## config.mk

```make
export PLATFORM = sky130hd
export DESIGN_NAME = volatility_ctrl
export DESIGN_NICKNAME = d
export VERILOG_FILES = /design/src/rtl/volatility_ctrl.sv
export SDC_FILE = /design/constraint.sdc
export NUM_CORES = 1
export LEC_CHECK = 0
export ABC_CLOCK_PERIOD_IN_PS = 3300
export CAP_MARGIN = 0
export CORE_AREA = 8 8 76 78
export DETAILED_ROUTE_END_ITERATION = 6
export DIE_AREA = 0 0 84 86
export GPL_TIMING_DRIVEN = 0
export PLACE_DENSITY = 0.75
export SETUP_SLACK_MARGIN = 0.3
export SKIP_LAST_GASP = 1
export SLEW_MARGIN = 0
export SYNTH_ARGS = -nofsm -noshare
export SYNTH_HDL_FRONTEND = slang
export SYNTH_SLANG_ARGS = --single-unit
export TNS_END_PERCENT = 100
```

## constraint.sdc

```tcl
create_clock -name i_clk -period 3.3 [get_ports i_clk]
set_input_delay 0.99 -clock i_clk [delete_from_list [all_inputs] [get_ports i_clk]]
set_output_delay 0.99 -clock i_clk [all_outputs]
set_load 0.05 [all_outputs]
```

## src/rtl/volatility_ctrl.sv

```systemverilog
// Ring-buffer write-address generator for the shared price-history RAM.
// Optional build macro VOLATILITY_CTRL_FULL_FLAG_EN adds o_window_full with per-stock fill counters.
module volatility_ctrl #(
  parameter int NUM_STOCKS  = 4,
  parameter int BUFFER_SIZE = 20,
  parameter int DATA_WIDTH  = 32,
  localparam int ID_W   = (NUM_STOCKS > 1) ? $clog2(NUM_STOCKS) : 1,
  localparam int ADDR_W = (NUM_STOCKS * BUFFER_SIZE > 1) ? $clog2(NUM_STOCKS * BUFFER_SIZE) : 1
) (
  input  logic                  i_clk,
  input  logic                  i_reset_n,
  input  logic [ID_W-1:0]       i_stock_id,
  input  logic                  i_data_valid,
  input  logic [DATA_WIDTH-1:0] i_buffer_size,
  output logic [ADDR_W-1:0]     o_write_address,
`ifdef VOLATILITY_CTRL_FULL_FLAG_EN
  output logic                  o_window_full,
`endif
  output logic                  o_addr_valid
);

  localparam int PTR_W = (BUFFER_SIZE > 1) ? $clog2(BUFFER_SIZE) : 1;
  localparam int EFF_W = $clog2(BUFFER_SIZE + 1);
  localparam int CMP_W = (DATA_WIDTH > 32) ? DATA_WIDTH : 32;

  logic [CMP_W-1:0]  size_ext;
  logic [EFF_W-1:0]  eff;
  logic [31:0]       id_ext;
  logic              id_ok;
  logic              accept;
  logic [PTR_W-1:0]  ptr_all [NUM_STOCKS];
  logic [PTR_W-1:0]  sel_ptr;
  logic [EFF_W-1:0]  sel_ext;
  logic [EFF_W-1:0]  slot;
  logic              wrap;
  logic [PTR_W-1:0]  ptr_adv;
  logic [ADDR_W-1:0] addr_next;

  logic [ADDR_W-1:0] write_address_reg;
  logic              addr_valid_reg;

  assign size_ext = CMP_W'(i_buffer_size);
  assign id_ext   = 32'(i_stock_id);
  assign id_ok    = (id_ext < 32'(NUM_STOCKS));
  assign accept   = i_data_valid && id_ok;

  // Zero and oversize requests both fall back to the full physical window.
  always_comb begin
    eff = EFF_W'(BUFFER_SIZE);
    if ((size_ext != '0) && (size_ext <= CMP_W'(BUFFER_SIZE))) begin
      eff = EFF_W'(size_ext);
    end
  end

  always_comb begin
    sel_ptr = '0;
    for (int s = 0; s < NUM_STOCKS; s++) begin
      if (id_ext == 32'(s)) begin
        sel_ptr = ptr_all[s];
      end
    end
  end

  // A pointer left beyond a shrunken window restarts at the region base.
  assign sel_ext   = EFF_W'(sel_ptr);
  assign slot      = (sel_ext >= eff) ? '0 : sel_ext;
  assign wrap      = (slot == (eff - EFF_W'(1)));
  assign ptr_adv   = wrap ? '0 : PTR_W'(slot + EFF_W'(1));
  assign addr_next = ADDR_W'(id_ext) * ADDR_W'(BUFFER_SIZE) + ADDR_W'(slot);

  genvar gi;
  generate
    for (gi = 0; gi < NUM_STOCKS; gi++) begin : g_stock
      logic             hit;
      logic [PTR_W-1:0] ptr_reg;

      assign hit         = accept && (id_ext == 32'(gi));
      assign ptr_all[gi] = ptr_reg;

      always_ff @(posedge i_clk or negedge i_reset_n) begin
        if (!i_reset_n) begin
          ptr_reg <= '0;
        end else if (hit) begin
          ptr_reg <= ptr_adv;
        end
      end
    end
  endgenerate

  always_ff @(posedge i_clk or negedge i_reset_n) begin
    if (!i_reset_n) begin
      write_address_reg <= '0;
      addr_valid_reg    <= 1'b0;
    end else begin
      addr_valid_reg <= accept;
      if (accept) begin
        write_address_reg <= addr_next;
      end
    end
  end

  assign o_write_address = write_address_reg;
  assign o_addr_valid    = addr_valid_reg;

`ifdef VOLATILITY_CTRL_FULL_FLAG_EN
  logic [EFF_W-1:0] cnt_all [NUM_STOCKS];
  logic [EFF_W-1:0] sel_cnt;
  logic [EFF_W:0]   cnt_inc;
  logic [EFF_W-1:0] cnt_after;
  logic             full_next;
  logic             window_full_reg;

  always_comb begin
    sel_cnt = '0;
    for (int s = 0; s < NUM_STOCKS; s++) begin
      if (id_ext == 32'(s)) begin
        sel_cnt = cnt_all[s];
      end
    end
  end

  // Saturate at the current window length, which also pulls a count down after a shrink.
  assign cnt_inc   = {1'b0, sel_cnt} + (EFF_W+1)'(1);
  assign cnt_after = (cnt_inc >= {1'b0, eff}) ? eff : EFF_W'(cnt_inc);
  assign full_next = (cnt_after >= eff);

  generate
    for (gi = 0; gi < NUM_STOCKS; gi++) begin : g_fill
      logic [EFF_W-1:0] cnt_reg;

      assign cnt_all[gi] = cnt_reg;

      always_ff @(posedge i_clk or negedge i_reset_n) begin
        if (!i_reset_n) begin
          cnt_reg <= '0;
        end else if (accept && (id_ext == 32'(gi))) begin
          cnt_reg <= cnt_after;
        end
      end
    end
  endgenerate

  always_ff @(posedge i_clk or negedge i_reset_n) begin
    if (!i_reset_n) begin
      window_full_reg <= 1'b0;
    end else begin
      window_full_reg <= accept && full_next;
    end
  end

  assign o_window_full = window_full_reg;
`endif

endmodule

```

# [Word-level counts from Yosys, hierarchy flattened]
# Index checks and enable logic that the tools add are counted.
# W data, S select, Z words.
[classes] addsub=3 mul=1 div_mod_pow=0 magnitude_cmp=3 eq_ne=4 shift=0 muxes=7 bitwise_logic=0 reduce_logical=8
[ops] cell="$mux W5" n=7
[ops] cell="$le A32 B5 Y1 const B" n=1
[ops] cell="$logic_not A32 Y1" n=1
[ops] cell="$reduce_bool A32 Y1" n=1
[ops] cell="$add A7 B5 Y7" n=1
[ops] cell="$logic_and A1 B1 Y1" n=6
[ops] cell="$add A5 B1 Y5 const B" n=1
[ops] cell="$eq A5 B5 Y1" n=1
[ops] cell="$ge A5 B5 Y1" n=1
[ops] cell="$mul A2 B3 Y5 const B" n=1
[ops] cell="$sub A5 B1 Y5 const B" n=1
[ops] cell="$eq A2 B2 Y1 const B" n=2
[ops] cell="$lt A2 B3 Y1 const B" n=1
[ops] cell="$eq A2 B1 Y1 const B" n=1
[totals] regBits=28 latchBits=0 mem_bits_rw=0 rom_bits=0 input_bits=37 out_inout_bits=8 word_cells=32 n_memories=0

# [Depth between registers and ports, before layout]
# Gate-level depths: netlist of run 1.
[logic_depth] depth_word=9 mapped_depth=19 mapped_depth_nobuf=18

# [Worst setup path before layout of run 1]
# No wires, ideal clock.
[synth_path] path_kind="input to register" startpoint="input port i_buffer_size[2]" endpoint="register g_stock[0].ptr_reg[4]" arrival_ns=4.098 path_slack_ns=-0.876 path_stages=19 path_buffers=1 path_cell_list="clkbuf_8 -> o21a_1 -> o21a_1 -> nor3_2 -> nand2_1 -> inv_1 -> ha_1 -> nand2b_1 -> a21oi_1 -> nor2_1 -> a21oi_1 -> o21ai_1 -> nor2_1 -> ha_1 -> nand3_1 -> xor2_1 -> nor2_1 -> o21ai_0 -> a21oi_1"
[synth_between] elab_chain_len=7
[synth_rtl] item="from (decl)" line="14" text="input logic [DATA_WIDTH-1:0] i_buffer_size,"
[synth_rtl] item="$le A32 B5 Y1 / $reduce_bool A32 Y1 (equally long branches)" line="50" text="if ((size_ext != '0) && (size_ext <= CMP_W'(BUFFER_SIZE))) begin"
[synth_rtl] item="$logic_and A1 B1 Y1" line="50"
[synth_rtl] item="$mux W5 *" line="50"
[synth_rtl] item="$ge A5 B5 Y1" line="66" text="assign slot = (sel_ext >= eff) ? '0 : sel_ext;"
[synth_rtl] item="$mux W5" line="66"
[synth_rtl] item="$add A5 B1 Y5 / $eq A5 B5 Y1 (equally long branches)" line="68, 67"
[synth_rtl] item="$mux W5 *" line="68" text="assign ptr_adv = wrap ? '0 : PTR_W'(slot + EFF_W'(1));"
[synth_rtl] item="to (signal assigned)" line="84" text="ptr_reg <= ptr_adv;"
[synth_rtl] item="to (decl)" line="75" text="logic [PTR_W-1:0] ptr_reg;"
# Every way passes the cells marked *; elsewhere a longest branch is shown, timed or not.
# A chain may end at the register's enable or synchronous reset.

# [Final worst setup path of run 1]
[layout_path] startpoint="input port i_buffer_size[30]" endpoint="register g_stock[3].ptr_reg[1]"
[layout_between] elab_chain_len=7
[layout_rtl] item="$le A32 B5 Y1 / $reduce_bool A32 Y1 (equally long branches)" line="50"
[layout_rtl] item="$logic_and A1 B1 Y1 *" line="50"
[layout_rtl] item="$mux W5 *" line="50"
[layout_rtl] item="$ge A5 B5 Y1" line="66"
[layout_rtl] item="$mux W5" line="66"
[layout_rtl] item="$add A5 B1 Y5 / $eq A5 B5 Y1 (equally long branches)" line="68, 67"
[layout_rtl] item="$mux W5 *" line="68"
[layout_rtl] item="to (signal assigned)" line="84"
[layout_rtl] item="to (decl)" line="75"
# Marks and branches as above.

==> results.toml, run 1 <==
[timing]
finalMaxSlewViolations = 0
fin_ws_ps = -411.9
hold_viol_final = 0
setup_viol = 25
fin_crit_sh = 1.125
rsz0062_at_grt = "true"
max_freq_mhz = 269.4
period_needed_ps = 3712
worstMarginPinSlew_ps = 632.1
max_slew_margin = 0.5786
fin_skew_ps = 5.839

[min_path]
holdCritPathClass = "flip-flop to flip-flop"

[clock_network]
cts-buffers-inserted = 3
worstSkewPairLatency_ps = 280
cts_tree = "yes"
path_clk_slew_ps = 100
hold_buffers = 0
htree_levels = 1
clk_path_buf_depth = 2
root_buffer = "clkbuf_8"
cts.sinks = 28

[synth]
synth-edff-count = 0
ys_types = 49
synth_area_um2 = 2032
ys.flop_type = "dfrtp_1"
yosysSeqAreaShare = 0.3448
yosys_warnings = 0
synth_seq_cells = 28
synth_cells = 219
synth_area_per_cell_um2 = 9.278
syn_nets = 265
async_flop_share = 1.000

[run]
max-cap-violations = 0

[setup_path]
critPathSlowestCell = "or3_1"
cpPeakStageDelay_ps = 360
crit_top_cell = "nor3_2"
path_class = "input pin to flip-flop"
worstPathArrival_ps = 3890
end_kind = "flip-flop"
required_ps = 3470
cp-start-kind = "input pin"
crit_fanout = 7
crit_chain = "dlygate4sd2_1 -> nor3_2 -> nand3_2 -> nor3_4 -> buf_4 -> nand2_4 -> ha_4 -> buf_8 -> nor3b_2 -> xor2_1 -> or3_1 -> nor3_2 -> or3_4 -> a21oi_4 -> a211oi_4 -> buf_6 -> o21ai_1"

[route]
wire_per_inst_um = 17.64
dr.pass1.iters = 4
drtAntennaViolNets = 0
viasPerCell = 5.570
dr.first_iter.drc_count = 123
route.detailed.drc = 0
routed_wl_um = 6156
vias = 1944

[grt]
grt_max_degree = 29
grt-ovfl-total = 0
grt_pass1_wl_um = 10070
grt_antenna_before_repair = 0
grt_pass1_vias = 2082
grtUsageTotal = 0.1694

[finish]
drive_gt1_frac = 0.4814
areaGrowthSynthToFinish_pct = 56.96
largest_register_ffs = 20
fillers = 340
fin_cells = 349
fin_util = 0.6936
fin_nets = 342
antennaDiodeCount = 0

[power_and_ir_drop]
p_leak_nw = 1.322
ir_drop_mv = 0.6716
power_density_nw_per_um2 = 777.6

[place]
hpwl_um = 3984
gp_congestion = 0.8496
place_inst = 313
port_buffers = 40

[floorplanning]
core_area_um2 = 4598
fp.dieH_um = 86
dieWidth_um = 84
fp.dieArea_um2 = 7224
io_pins = 45
rows = 25
initial_utilization = 0.4419

[status]
status = "finished with violations"
violations = "negative setup slack"
==> cells in the mapped netlist (all sizes together), types with 2 or more instances <==
cell / n / area [um^2]
nand2: 35 / 131.4
dfrtp: 28 / 700.7
nor2: 23 / 86.33
a21oi: 16 / 83.83
o21ai: 10 / 50.04
ha: 9 / 112.6
o31ai: 8 / 60.06
clkbuf: 6 / 62.56
mux2: 6 / 67.56
mux2i: 6 / 60.06
nor3: 6 / 35.03
nor4: 6 / 37.54
xor2: 6 / 52.55
mux4: 5 / 115.1
nand3: 5 / 25.02
buf: 3 / 30.03
nand2b: 3 / 18.77
nor2b: 3 / 18.77
o21a: 3 / 22.52
xnor2: 3 / 26.28
and2b: 2 / 17.52
and3: 2 / 12.51
inv: 2 / 7.510
nand4: 2 / 12.51
o2111ai: 2 / 17.52
o311ai: 2 / 25.03
or2: 2 / 12.52
or3: 2 / 12.51
==> power by group <==
part / total, mW / switching [mW] / leakage (nW) / internal [mW]
logic: 1.63 / 0.877 / 0.946 / 0.750
clock network: 0.272 / 0.109 / 0.0357 / 0.163
registers: 0.581 / 0.0877 / 0.340 / 0.493
==> metal layers <==
metal | track usage | vias up | routed length, um
li1 | - | 950 | -
met1 | 0.1998 | 911 | 2526
met2 | 0.2940 | 70 | 3189
met3 | 0.02844 | 13 | 301
met4 | 0.07535 | 0 | 138
met5 | 0 | - | 0
==> final timing paths <==
kind / startpoint / end / slack, ps / cells after the start
max: i_buffer_size[30] / g_stock[3].ptr_reg[1] / -410 / 17
min: g_stock[0].ptr_reg[1] / g_stock[0].ptr_reg[1] / 490 / 2
max reg2reg: g_stock[3].ptr_reg[1] / o_write_address[5] / 230 / 11
min reg2reg: g_stock[0].ptr_reg[1] / g_stock[0].ptr_reg[1] / 490 / 2
max in group asynchronous: i_reset_n / g_stock[3].ptr_reg[0] / 2180 / 1
min in group asynchronous: i_reset_n / g_stock[0].ptr_reg[0] / 720 / 1
==> worst max-delay path: cells and delay by family <==
kind / cells / cell delay, ps
XOR/XNOR: 1 / 140
AO/OA/AOI/OAI: 3 / 450
buffers and inverters: 4 / 700
AND/OR/NAND/NOR: 8 / 1440
adder cells (fa/ha/maj): 1 / 160
==> area by class of cell <==
class	count	area, um^2	area share
Timing Repair Buffer	72	596.8	0.1871
Buffer	10	107.6	0.03374
Clock inverter	1	30.03	0.009415
Inverter	2	10.01	0.003138
Multi-Input combinational cell	179	1635	0.5128
Tap cell	54	67.56	0.02118
Sequential cell	28	700.7	0.2197
Clock buffer	3	41.29	0.01295
==> per-stage QoR <==
step	total power, mW	setup TNS, ps	hold slack [ps]	setup slack (ps)	instance area (um^2)
global placement	1.709	-32050	456.3	-1454	2658
floorplan	1.432	-10050	443.2	-529.2	2190
finish	2.480	-8525	489.1	-411.9	3189
global route	2.622	-12130	531.5	-557.5	3189
CTS	2.387	-7208	495.1	-357.4	3090
detailed placement	1.741	-33190	467.1	-1485	2658
==> placed cells by master (no fill, tap or decap), drive strengths merged, types with 2 or more instances in the layout <==
| cell type | instances |
|---|---|
| nand4 | 2 |
| nor3 | 6 |
| xor2 | 6 |
| or2 | 2 |
| clkdlybuf4s15 | 7 |
| or3 | 2 |
| nor2 | 23 |
| mux2i | 6 |
| mux2 | 6 |
| o21ai | 10 |
| a21oi | 16 |
| clkbuf | 13 |
| o31ai | 8 |
| xnor2 | 3 |
| buf | 53 |
| nor2b | 3 |
| and3 | 2 |
| nand2 | 35 |
| ha | 9 |
| nor4 | 6 |
| dfrtp | 28 |
| dlygate4sd2 | 3 |
| o21a | 3 |
| mux4 | 5 |
| clkdlybuf4s50 | 9 |
| nand3 | 5 |
| nand2b | 3 |
| inv | 2 |
| o2111ai | 2 |
| o311ai | 2 |
| and2b | 2 |
==> what timing repair did <==
item                                    in CTS  in global routing
pin swaps                                   40                 22
endpoints found under the setup margin      27                 27
hold endpoints to repair                     0                  0
setup buffers                               25                  6
cloned                                       1                  0
gates resized for setup                    131                 31
==> logic make-up (layout without fill, tap and decap cells) <==
kind of cell,Yosys count,count (layout),synth area share
and+or+nand+nor,95,95,0.2223
adders and majority gates,10,10,0.06035
AOI/OAI and AO/OA,48,48,0.1595
muxes,17,17,0.1195
xor gates and xnor gates,9,9,0.03880
DFF,28,28,0.3448
buffers and inverters,12,88,0.05480
Power figures use the tool's default switching activity.
==> run 2, diff against run 1 <==
Settings changed: ABC_AREA set to 1, ABC_CLOCK_PERIOD_IN_PS 3300 to 3380.
Clock period 3.3 ns to 3.38 ns, I/O delays scaled along.
==> results.toml, run 2 <==
[route]
route.detailed.drc = 0
vias = 2366
viasPerCell = 5.258
wire_per_inst_um = 14.67
routed_wl_um = 6600
dr.pass1.iters = 6
drtAntennaViolNets = 0
dr.first_iter.drc_count = 140

[setup_path]
crit_top_cell = "nand2_2"
end_kind = "flip-flop"
cp-start-kind = "input pin"
cpPeakStageDelay_ps = 260
crit_chain = "buf_2 -> nor2_1 -> nand2_1 -> inv_1 -> nand2_2 -> nor2_4 -> nand2_4 -> nor2_4 -> ha_4 -> inv_2 -> nand2_2 -> a21oi_2 -> or2_1 -> nand2_2 -> nand2_4 -> nand3_4 -> inv_2 -> ha_4 -> nand4_1 -> nor2_2 -> xor2_2 -> nand3_1 -> nand2_1"
worstPathArrival_ps = 3710
required_ps = 3600
crit_fanout = 8
critPathSlowestCell = "xor2_2"
path_class = "input pin to flip-flop"

[power_and_ir_drop]
total_power_mw = 1.430
p_switching_mw = 0.5900
internal_power_mw = 0.8399
power_density_nw_per_um2 = 442.8
p_leak_nw = 1.655
p_seq_frac = 0.342
p_sw_frac = 0.4126
clockPowerShare = 0.146
ir_drop_mv = 0.3589
combinationalPowerShare = 0.512

[timing]
finalSetupTns_ps = -341.0
hold_viol_final = 0
setup_viol = 4
max_freq_mhz = 286.0
fin_crit_sh = 1.034
rsz0062_at_grt = "true"
fin_skew_ps = 2.312
max_slew_margin = 0.5853
period_needed_ps = 3496
finalMaxSlewViolations = 0
fin_ws_ps = -116.5
worstMarginPinSlew_ps = 622.1

[finish]
drive_gt1_frac = 0.4318
antennaDiodeCount = 0
largest_register_ffs = 20
areaGrowthSynthToFinish_pct = 59.12
mostFrequentLayoutCells = "nand2_1, buf_4, inv_1"
final_common_cell = "nand2_1"
fin_nets = 443

[synth]
yosysSeqAreaShare = 0.3453
yosys.cell_count.top_type = "nand2_1"
synth_area_per_cell_um2 = 6.720
yosysTopAreaCell = "dfrtp_1"
ys_types = 27
synth_commonest_cells = "nand2_1, inv_1, nor2_1"
synth-edff-count = 0
yosys-top-cells-area = "dfrtp_1, nand2_1, nand3_1, inv_1, nor2_1"
async_flop_share = 1.000
syn_nets = 348
synth_seq_cells = 28
synth_top_cell_area_share = 0.3453
synth_cells = 302
synth_area_um2 = 2029
yosys_warnings = 0
ys.flop_type = "dfrtp_1"

[floorplanning]
initial_utilization = 0.4414
core_area_um2 = 4598
dieWidth_um = 84
rows = 25
io_pins = 45
fp.dieH_um = 86
fp.dieArea_um2 = 7224

[grt]
grt_antenna_before_repair = 0
grt_max_degree = 29
grt_pass1_vias = 2438
grt-ovfl-total = 0
grt_pass1_wl_um = 10700
grtUsageTotal = 0.1753

[clock_network]
cts.sinks = 28
root_buffer = "clkbuf_8"
htree_levels = 1
cts-buffers-inserted = 3
clk_path_buf_depth = 2
path_clk_slew_ps = 90
worstSkewPairLatency_ps = 270
cts_tree = "yes"

[place]
port_buffers = 44
gp_congestion = 0.8756
hpwl_um = 4089

[run]
max-cap-violations = 0

[status]
violations = "negative setup slack"
status = "finished with violations"

[min_path]
holdCritPathClass = "flip-flop to flip-flop"
[run 2: final timing paths]
| kind | from | end | slack (ps) | cells past startpoint |
|---|---|---|---|---|
| setup / recovery | i_buffer_size[7] | g_stock[1].ptr_reg[4] | -120 | 23 |
| hold / removal | g_stock[3].ptr_reg[2] | g_stock[3].ptr_reg[2] | 490 | 2 |
| setup reg to reg | g_stock[1].ptr_reg[0] | g_stock[1].ptr_reg[4] | 530 | 18 |
| hold reg to reg | g_stock[3].ptr_reg[2] | g_stock[3].ptr_reg[2] | 490 | 2 |
| max in group asynchronous | i_reset_n | g_stock[1].ptr_reg[4] | 2240 | 1 |
| min in group asynchronous | i_reset_n | g_stock[3].ptr_reg[0] | 740 | 1 |
[run 2: layer usage]
metal,part of all wire,track usage
met5,0,0
met4,0.020,0.05024
met3,0.056,0.03791
met2,0.53,0.3284
met1,0.39,0.1922
[run 2: through the flow]
stage	worst slack [ps]	hold WS (ps)	instances	util	instance area [um^2]
2_1_floorplan	-91.91	441.5	302	-	2185
3_3_place_gp	-1246	458.6	400	0.5856	2693
3_5_place_dp	-1294	463.3	400	0.5856	2693
4_1_cts	8.497	487.9	442	0.6705	3083
5_1_grt	-303.1	515.1	450	0.7023	3229
6_report	-116.5	487.3	450	0.7023	3229
[run 2: cell families (layout without fill, tap and decap cells)]
| kind of cell | count (synthesis) | count (layout) | synth area share |
|---|---|---|---|
| compound gates | 18 | 18 | 0.05302 |
| xor+xnor | 4 | 4 | 0.01727 |
| fa+ha+maj | 9 | 9 | 0.05549 |
| buf+inv | 43 | 137 | 0.08693 |
| flops | 28 | 28 | 0.3453 |
| simple gates | 200 | 200 | 0.4421 |
[run 2: timing repair]
action / CTS / global route
setup endpoints to repair: 27 / 26
setup buffers: 38 / 8
hold buffers: 0 / 0
gates resized for setup: 154 / 28
pin swaps: 48 / 32
[run 2: cell type report]
| type | instances | area (um^2) |
|---|---|---|
| plain buffers | 3 | 26.28 |
| clock buffers | 4 | 55.05 |
| fillers | 347 | 1369 |
| inverters | 40 | 155.1 |
| multi-input cells | 231 | 1519 |
| flip-flops and latches | 28 | 700.7 |
| well taps | 54 | 67.56 |
| repair buffers | 90 | 705.7 |
[run 2: power groups by stage]
stage | combinational [mW] | clock [mW] | sequential (mW)
2_1_floorplan | 0.350 | 0 | 0.550
3_3_place_gp | 0.592 | 0 | 0.489
3_5_place_dp | 0.602 | 0 | 0.490
4_1_cts | 0.680 | 0.210 | 0.486
5_1_grt | 0.799 | 0.222 | 0.497
6_report | 0.733 | 0.209 | 0.489
[run 2: worst max-delay path: cells and delay by family]
| kind | cells | cell delay (ps) |
|---|---|---|
| compound gates | 1 | 120 |
| simple gates | 15 | 1640 |
| fa+ha+maj | 2 | 330 |
| buf+inv | 4 | 340 |
| xor+xnor | 1 | 260 |
